## src/rtl/sha256_pkg.sv

```systemverilog
// Shared SHA-256 types, sizes and small-sigma helpers.
// Pure package: no logic, no latency.
// Used by the message schedule, the word-expansion datapath and the compression core.
package sha256_pkg;

    typedef logic [31:0] word_t;

    localparam int SHA256_BLOCK_W = 512;
    localparam int SHA256_WORDS   = 16;
    localparam int SHA256_ROUNDS  = 64;

    // Rotate right by n (0 < n < 32).
    function automatic word_t rotr(input word_t x, input int unsigned n);
        return (x >> n) | (x << (32 - n));
    endfunction

    function automatic word_t sigma0_small(input word_t x);
        return rotr(x, 7) ^ rotr(x, 18) ^ (x >> 3);
    endfunction

    function automatic word_t sigma1_small(input word_t x);
        return rotr(x, 17) ^ rotr(x, 19) ^ (x >> 10);
    endfunction

endpackage

```

## src/rtl/sha256_w_expand.sv

```systemverilog
// Purpose: next schedule word from a 16-word window holding W[t..t+15].
// Latency: purely combinational.
// Backpressure: none; the caller decides when to consume new_w.
// Ports: w0/w1/w9/w14 = window taps win[0], win[1], win[9], win[14]; new_w = W[t+16].
module sha256_w_expand
    import sha256_pkg::*;
(
    input  word_t w0,
    input  word_t w1,
    input  word_t w9,
    input  word_t w14,
    output word_t new_w
);

    // With win[i] = W[t+i], this is the textbook
    // W[t+16] = s1(W[t+14]) + W[t+9] + s0(W[t+1]) + W[t], wrapping mod 2^32.
    assign new_w = sigma1_small(w14) + w9 + sigma0_small(w1) + w0;

endmodule

```

## src/rtl/sha256_msg_schedule.sv

```systemverilog
// Purpose: accept one padded 512-bit block and stream W[0..NUM_ROUNDS-1], one word per handshake.
// Latency: block accepted at cycle N gives W[0] at N+1; last word at N+NUM_ROUNDS; next block at N+NUM_ROUNDS+1.
// Backpressure: valid/ready on both sides; while w_valid && !w_ready the outputs and window hold.
// Ports:
//   clk, rst                          clock, synchronous active-high reset
//   blk_valid/blk_ready/blk_data      block input; word 0 in [511:480], word 15 in [31:0]
//   w_valid/w_ready/w_data            round word output W[t]
//   w_idx, w_last                     round index t; w_last marks t == NUM_ROUNDS-1 while valid
// NUM_ROUNDS legal range is 17..64; values below 64 are for reduced-round testing only.
module sha256_msg_schedule
    import sha256_pkg::*;
#(
    parameter int NUM_ROUNDS = SHA256_ROUNDS
) (
    input  logic                      clk,
    input  logic                      rst,
    input  logic                      blk_valid,
    output logic                      blk_ready,
    input  logic [SHA256_BLOCK_W-1:0] blk_data,
    output logic                      w_valid,
    input  logic                      w_ready,
    output logic [31:0]               w_data,
    output logic [5:0]                w_idx,
    output logic                      w_last
);

    typedef enum logic {
        IDLE = 1'b0,
        RUN  = 1'b1
    } state_t;

    localparam logic [5:0] LAST_IDX = 6'(NUM_ROUNDS - 1);

    state_t state;
    word_t  win [SHA256_WORDS];
    logic   [5:0] idx;
    word_t  new_w;

    sha256_w_expand u_expand (
        .w0    (win[0]),
        .w1    (win[1]),
        .w9    (win[9]),
        .w14   (win[14]),
        .new_w (new_w)
    );

    // Gating with rst makes a same-cycle rst + blk_valid never look like an accept upstream.
    assign blk_ready = (state == IDLE) && !rst;

    // Outputs come straight from registers: the window head is W[t] by construction.
    assign w_valid = (state == RUN);
    assign w_data  = win[0];
    assign w_idx   = idx;
    assign w_last  = (state == RUN) && (idx == LAST_IDX);

    always_ff @(posedge clk) begin
        if (rst) begin
            state <= IDLE;
            idx   <= '0;
            for (int i = 0; i < SHA256_WORDS; i++) begin
                win[i] <= '0;
            end
        end else begin
            case (state)
                IDLE: begin
                    if (blk_valid) begin
                        for (int i = 0; i < SHA256_WORDS; i++) begin
                            win[i] <= blk_data[SHA256_BLOCK_W-1-32*i -: 32];
                        end
                        idx   <= '0;
                        state <= RUN;
                    end
                end
                RUN: begin
                    if (w_ready) begin
                        // Expansion runs even for t < 16 so the window always holds W[t..t+15].
                        for (int i = 0; i < SHA256_WORDS - 1; i++) begin
                            win[i] <= win[i+1];
                        end
                        win[SHA256_WORDS-1] <= new_w;
                        // idx stops at the last round rather than wrapping; a new load clears it.
                        if (idx == LAST_IDX) begin
                            state <= IDLE;
                        end else begin
                            idx <= idx + 6'd1;
                        end
                    end
                end
                default: state <= IDLE;
            endcase
        end
    end

endmodule

```

## config.mk

```make
export PLATFORM = sky130hd
export DESIGN_NAME = sha256_msg_schedule
export DESIGN_NICKNAME = d
export VERILOG_FILES = /design/src/rtl/sha256_pkg.sv /design/src/rtl/sha256_w_expand.sv /design/src/rtl/sha256_msg_schedule.sv
export SDC_FILE = /design/constraint.sdc
export NUM_CORES = 1
export LEC_CHECK = 0
export CAP_MARGIN = 20
export CORE_AREA = 10 10 237 239
export DETAILED_ROUTE_END_ITERATION = 8
export DIE_AREA = 0 0 247 249
export GPL_TIMING_DRIVEN = 0
export PLACE_DENSITY = 0.91
export SYNTH_ARGS = -nofsm -noshare
export SYNTH_HDL_FRONTEND = slang
export SYNTH_HIERARCHICAL = 1
export SYNTH_SLANG_ARGS = --single-unit
```

## constraint.sdc

```tcl
create_clock -name clk -period 7.8 [get_ports clk]
set_input_delay 0.78 -clock clk [delete_from_list [all_inputs] [get_ports clk]]
set_output_delay 0.78 -clock clk [all_outputs]
set_load 0.05 [all_outputs]
```

==> out/metrics.cfg <==
[sta]
hold_viol=0
fin_crit_sh_pct=62.7
slew_viol_final=0
finalSetupViolCount=0
tightest_slew_ns=1.06
setup_tns_ns=0
max_clock_freq_mhz=205
slew_headroom_pct=29.3
fin_skew_ns=0.0180
whs_ns=0.518
layout_min_cycle_time_ns=4.89
rsz0062_at_grt=false

[setup_path]
critPathMaxFanout=5
critPathCaptureType=register
startpoint_type=register
slowest_stage=edfxtp_1
critPathRequiredTime_ns=8.23
r2r_cells=15
critPathKind=reg -> reg
max_stage_delay_ns=0.54
crit_top_cell=fa_1
crit_arrival_ns=5.32
path_cells=xnor2_1 -> xnor2_1 -> fa_1 -> fa_1 -> ha_1 -> fa_1 -> a211oi_2 -> or3_1 -> a21oi_2 -> or3_4 -> a32oi_4 -> o21a_1 -> o31a_1 -> nand2_1 -> a21oi_1

[floorplanning]
die_h_microns=249
start_util_pct=51.6
rows=83
core_area_sq_um=51200
io_pins=557
die_area_sq_um=61500
dieWidth_microns=247

[cts]
clkTransAtPathRegs_ns=0.06
post_cts_resized=0
cts_buffers=54
cts-root-buf=clkbuf_16
clockBufferDepth=3
cts_tree=built
h-tree-depth=2
cts.sinks=519
clk_latency_ns=0.63
cts_setup_buffers=0
cts_hold_buf=0

[pwr]
clkPwrFrac_pct=27.2
power_frac_seq_pct=36.9
p_int_mw=6.37
ir_worst_vdd_uv=195
pwr-share-comb_pct=35.9
switchingPower_mw=3.45
power_density_nw_per_um2=281
cellLeakagePower_nw=13.7
finalPower_mw=9.82
switching_share_pct=35.2

[routing]
wl_microns=105000
first_iter_violations=2271
post-route-drc-count=0
antenna_left=0
vias=20600
drt_pre_antenna_iters=7
vias_per_cell=5.92
wl_per_cell_microns=30.1

[logic_synthesis]
async_flop_share_pct=0
ys_ff_latch=519
synth_enable_flop_cells=512
syn_area_sq_um=26400
ys_types=58
syn_avg_cell_area_sq_um=12.4
synth_nets=2734
synthFlopType=edfxtp_1
ys_warn_count=6
synthesis.instances=2124
ys_seq_area_share_pct=58.7

[global_route]
grt.total_usage_pct=33.1
grt_start_max_net_pins=72
antenna_found_initial=31
grt_pass1_vias=20800
grt_pass1_wl_microns=146000
grt_overflow_total=0

[placement]
dpl.hpwl_microns=84900
io_buffer_count=556
dpl.cell_count=3367
gp_congestion=0.991

[cells_and_area]
final_core_util_pct=68.2
instances_no_fill=3483
area_delta_synth_final_pct=32.1
layout-drive-gt1-share_pct=8.90
fillers=3672
layout.nets=3353

[min_path]
min_path_type=reg -> reg
hold_depth=1

[outcome]
status=complete, no violations

[job]
maxCapViolCount=0

[synth_stat cells (all sizes together) (2+ instances only)]
library cell / n / area [sq um]
edfxtp: 512 / 15400
nand2: 417 / 1580
a22o: 320 / 2800
a21oi: 225 / 1130
buf: 153 / 1130
xnor2: 115 / 1010
inv: 97 / 364
fa: 62 / 1240
ha: 32 / 400
xor2: 31 / 272
o21ai: 22 / 114
nor2: 21 / 81.3
clkbuf: 18 / 68.8
a211oi: 13 / 108
dfxtp: 7 / 140
nand3: 6 / 35.0
nor3: 6 / 41.3
a21o: 5 / 37.5
a31oi: 5 / 31.3
o211ai: 5 / 37.5
and3: 4 / 25.0
o21a: 4 / 30.0
o21bai: 4 / 30.0
and2: 3 / 18.8
nand4: 3 / 18.8
nor2b: 3 / 18.8
o31ai: 3 / 22.5
or3: 3 / 23.8
a31o: 2 / 17.5
and3b: 2 / 17.5
and4: 2 / 17.5
mux2i: 2 / 20.0
nor4: 2 / 12.5
o2111ai: 2 / 17.5
o311a: 2 / 20.0
o31a: 2 / 17.5
or2: 2 / 12.5
[power by group through the flow]
stage                     Sequential, mW  Clock (mW)  Combinational (mW)
after global placement              3.71           0                3.42
after CTS                           3.61        2.68                3.48
after floorplan                     3.58           0                2.23
after global routing                3.63        2.79                3.80
final                               3.62        2.67                3.52
after detailed placement            3.67           0                3.45
[cells in the final DEF, fill, tap and decap left out, types with 7 or more instances in the layout]
cell and count:
a211oi_1 11, a21oi_1 224, a22o_1 320, buf_1 10, buf_16 7, buf_2 59
buf_4 39, buf_6 45, bufinv_16 7, clkbuf_1 32, clkbuf_16 55, clkdlybuf4s50_1 556
clkinv_1 8, clkinv_2 8, dfxtp_1 7, diode_2 16, edfxtp_1 512, fa_1 62
ha_1 32, inv_1 97, nand2_1 412, nor2_1 20, o21ai_0 19, xnor2_1 115
xor2_1 31
[worst max-delay path: cells and delay by family, from the launching register on]
kind | cells | cell delay (ns)
DFF | 1 | 0.54
AOI/OAI and AO/OA | 6 | 1.27
adders and majority gates | 4 | 1.68
xor gates and xnor gates | 2 | 0.51
and+or+nand+nor | 3 | 0.67
[worst paths after layout]
kind,endpoint,slack (ns),start
min reg2reg,win[0][192],0.52,win[0][224]
max,win[1][253],2.91,win[1][210]
max reg2reg,win[1][253],2.91,win[1][210]
min,win[0][192],0.52,win[0][224]
[logic make-up (layout without fill, tap and decap cells)]
group	count (synthesis)	count (layout)	synth area share, %
other cells	0	16	0
fa+ha+maj	94	94	6.21
xor+xnor	146	146	4.84
flops	519	519	58.7
compound gates	619	619	17.0
simple gates	475	475	7.22
buf+inv	268	931	5.92
mux	3	3	0.118
[through the flow]
step | worst slack (ns) | cell area, sq um
after floorplan | 1.08 | 26400
after global placement | -1.87 | 32800
after detailed placement | 2.94 | 33100
after CTS | 2.93 | 34900
after global routing | 2.82 | 34900
final | 2.91 | 34900
[layout make-up]
class | instances | area [sq um] | area share [%]
antenna | 16 | 40.0 | 0.115
buffer | 171 | 1200 | 3.44
clock buffer | 70 | 1430 | 4.10
clock inverter | 30 | 384 | 1.10
inverter | 97 | 364 | 1.04
multi-input combinational | 1337 | 9370 | 26.8
sequential | 519 | 15500 | 44.4
tap | 680 | 851 | 2.44
timing repair buffer | 563 | 5760 | 16.5
[routing by layer]
layer,GRT usage (%),wire (microns)
met4,15.3,5200
met1,40.6,38900
met5,0,191
met3,8.91,10900
met2,53.4,49700
[registers in the layout (all words and copies together) (netlist names)]
| name | flops |
|---|---|
| w_idx | 6 |
| w_valid | 1 |
| win | 512 |
Power figures use the tool's default switching activity.
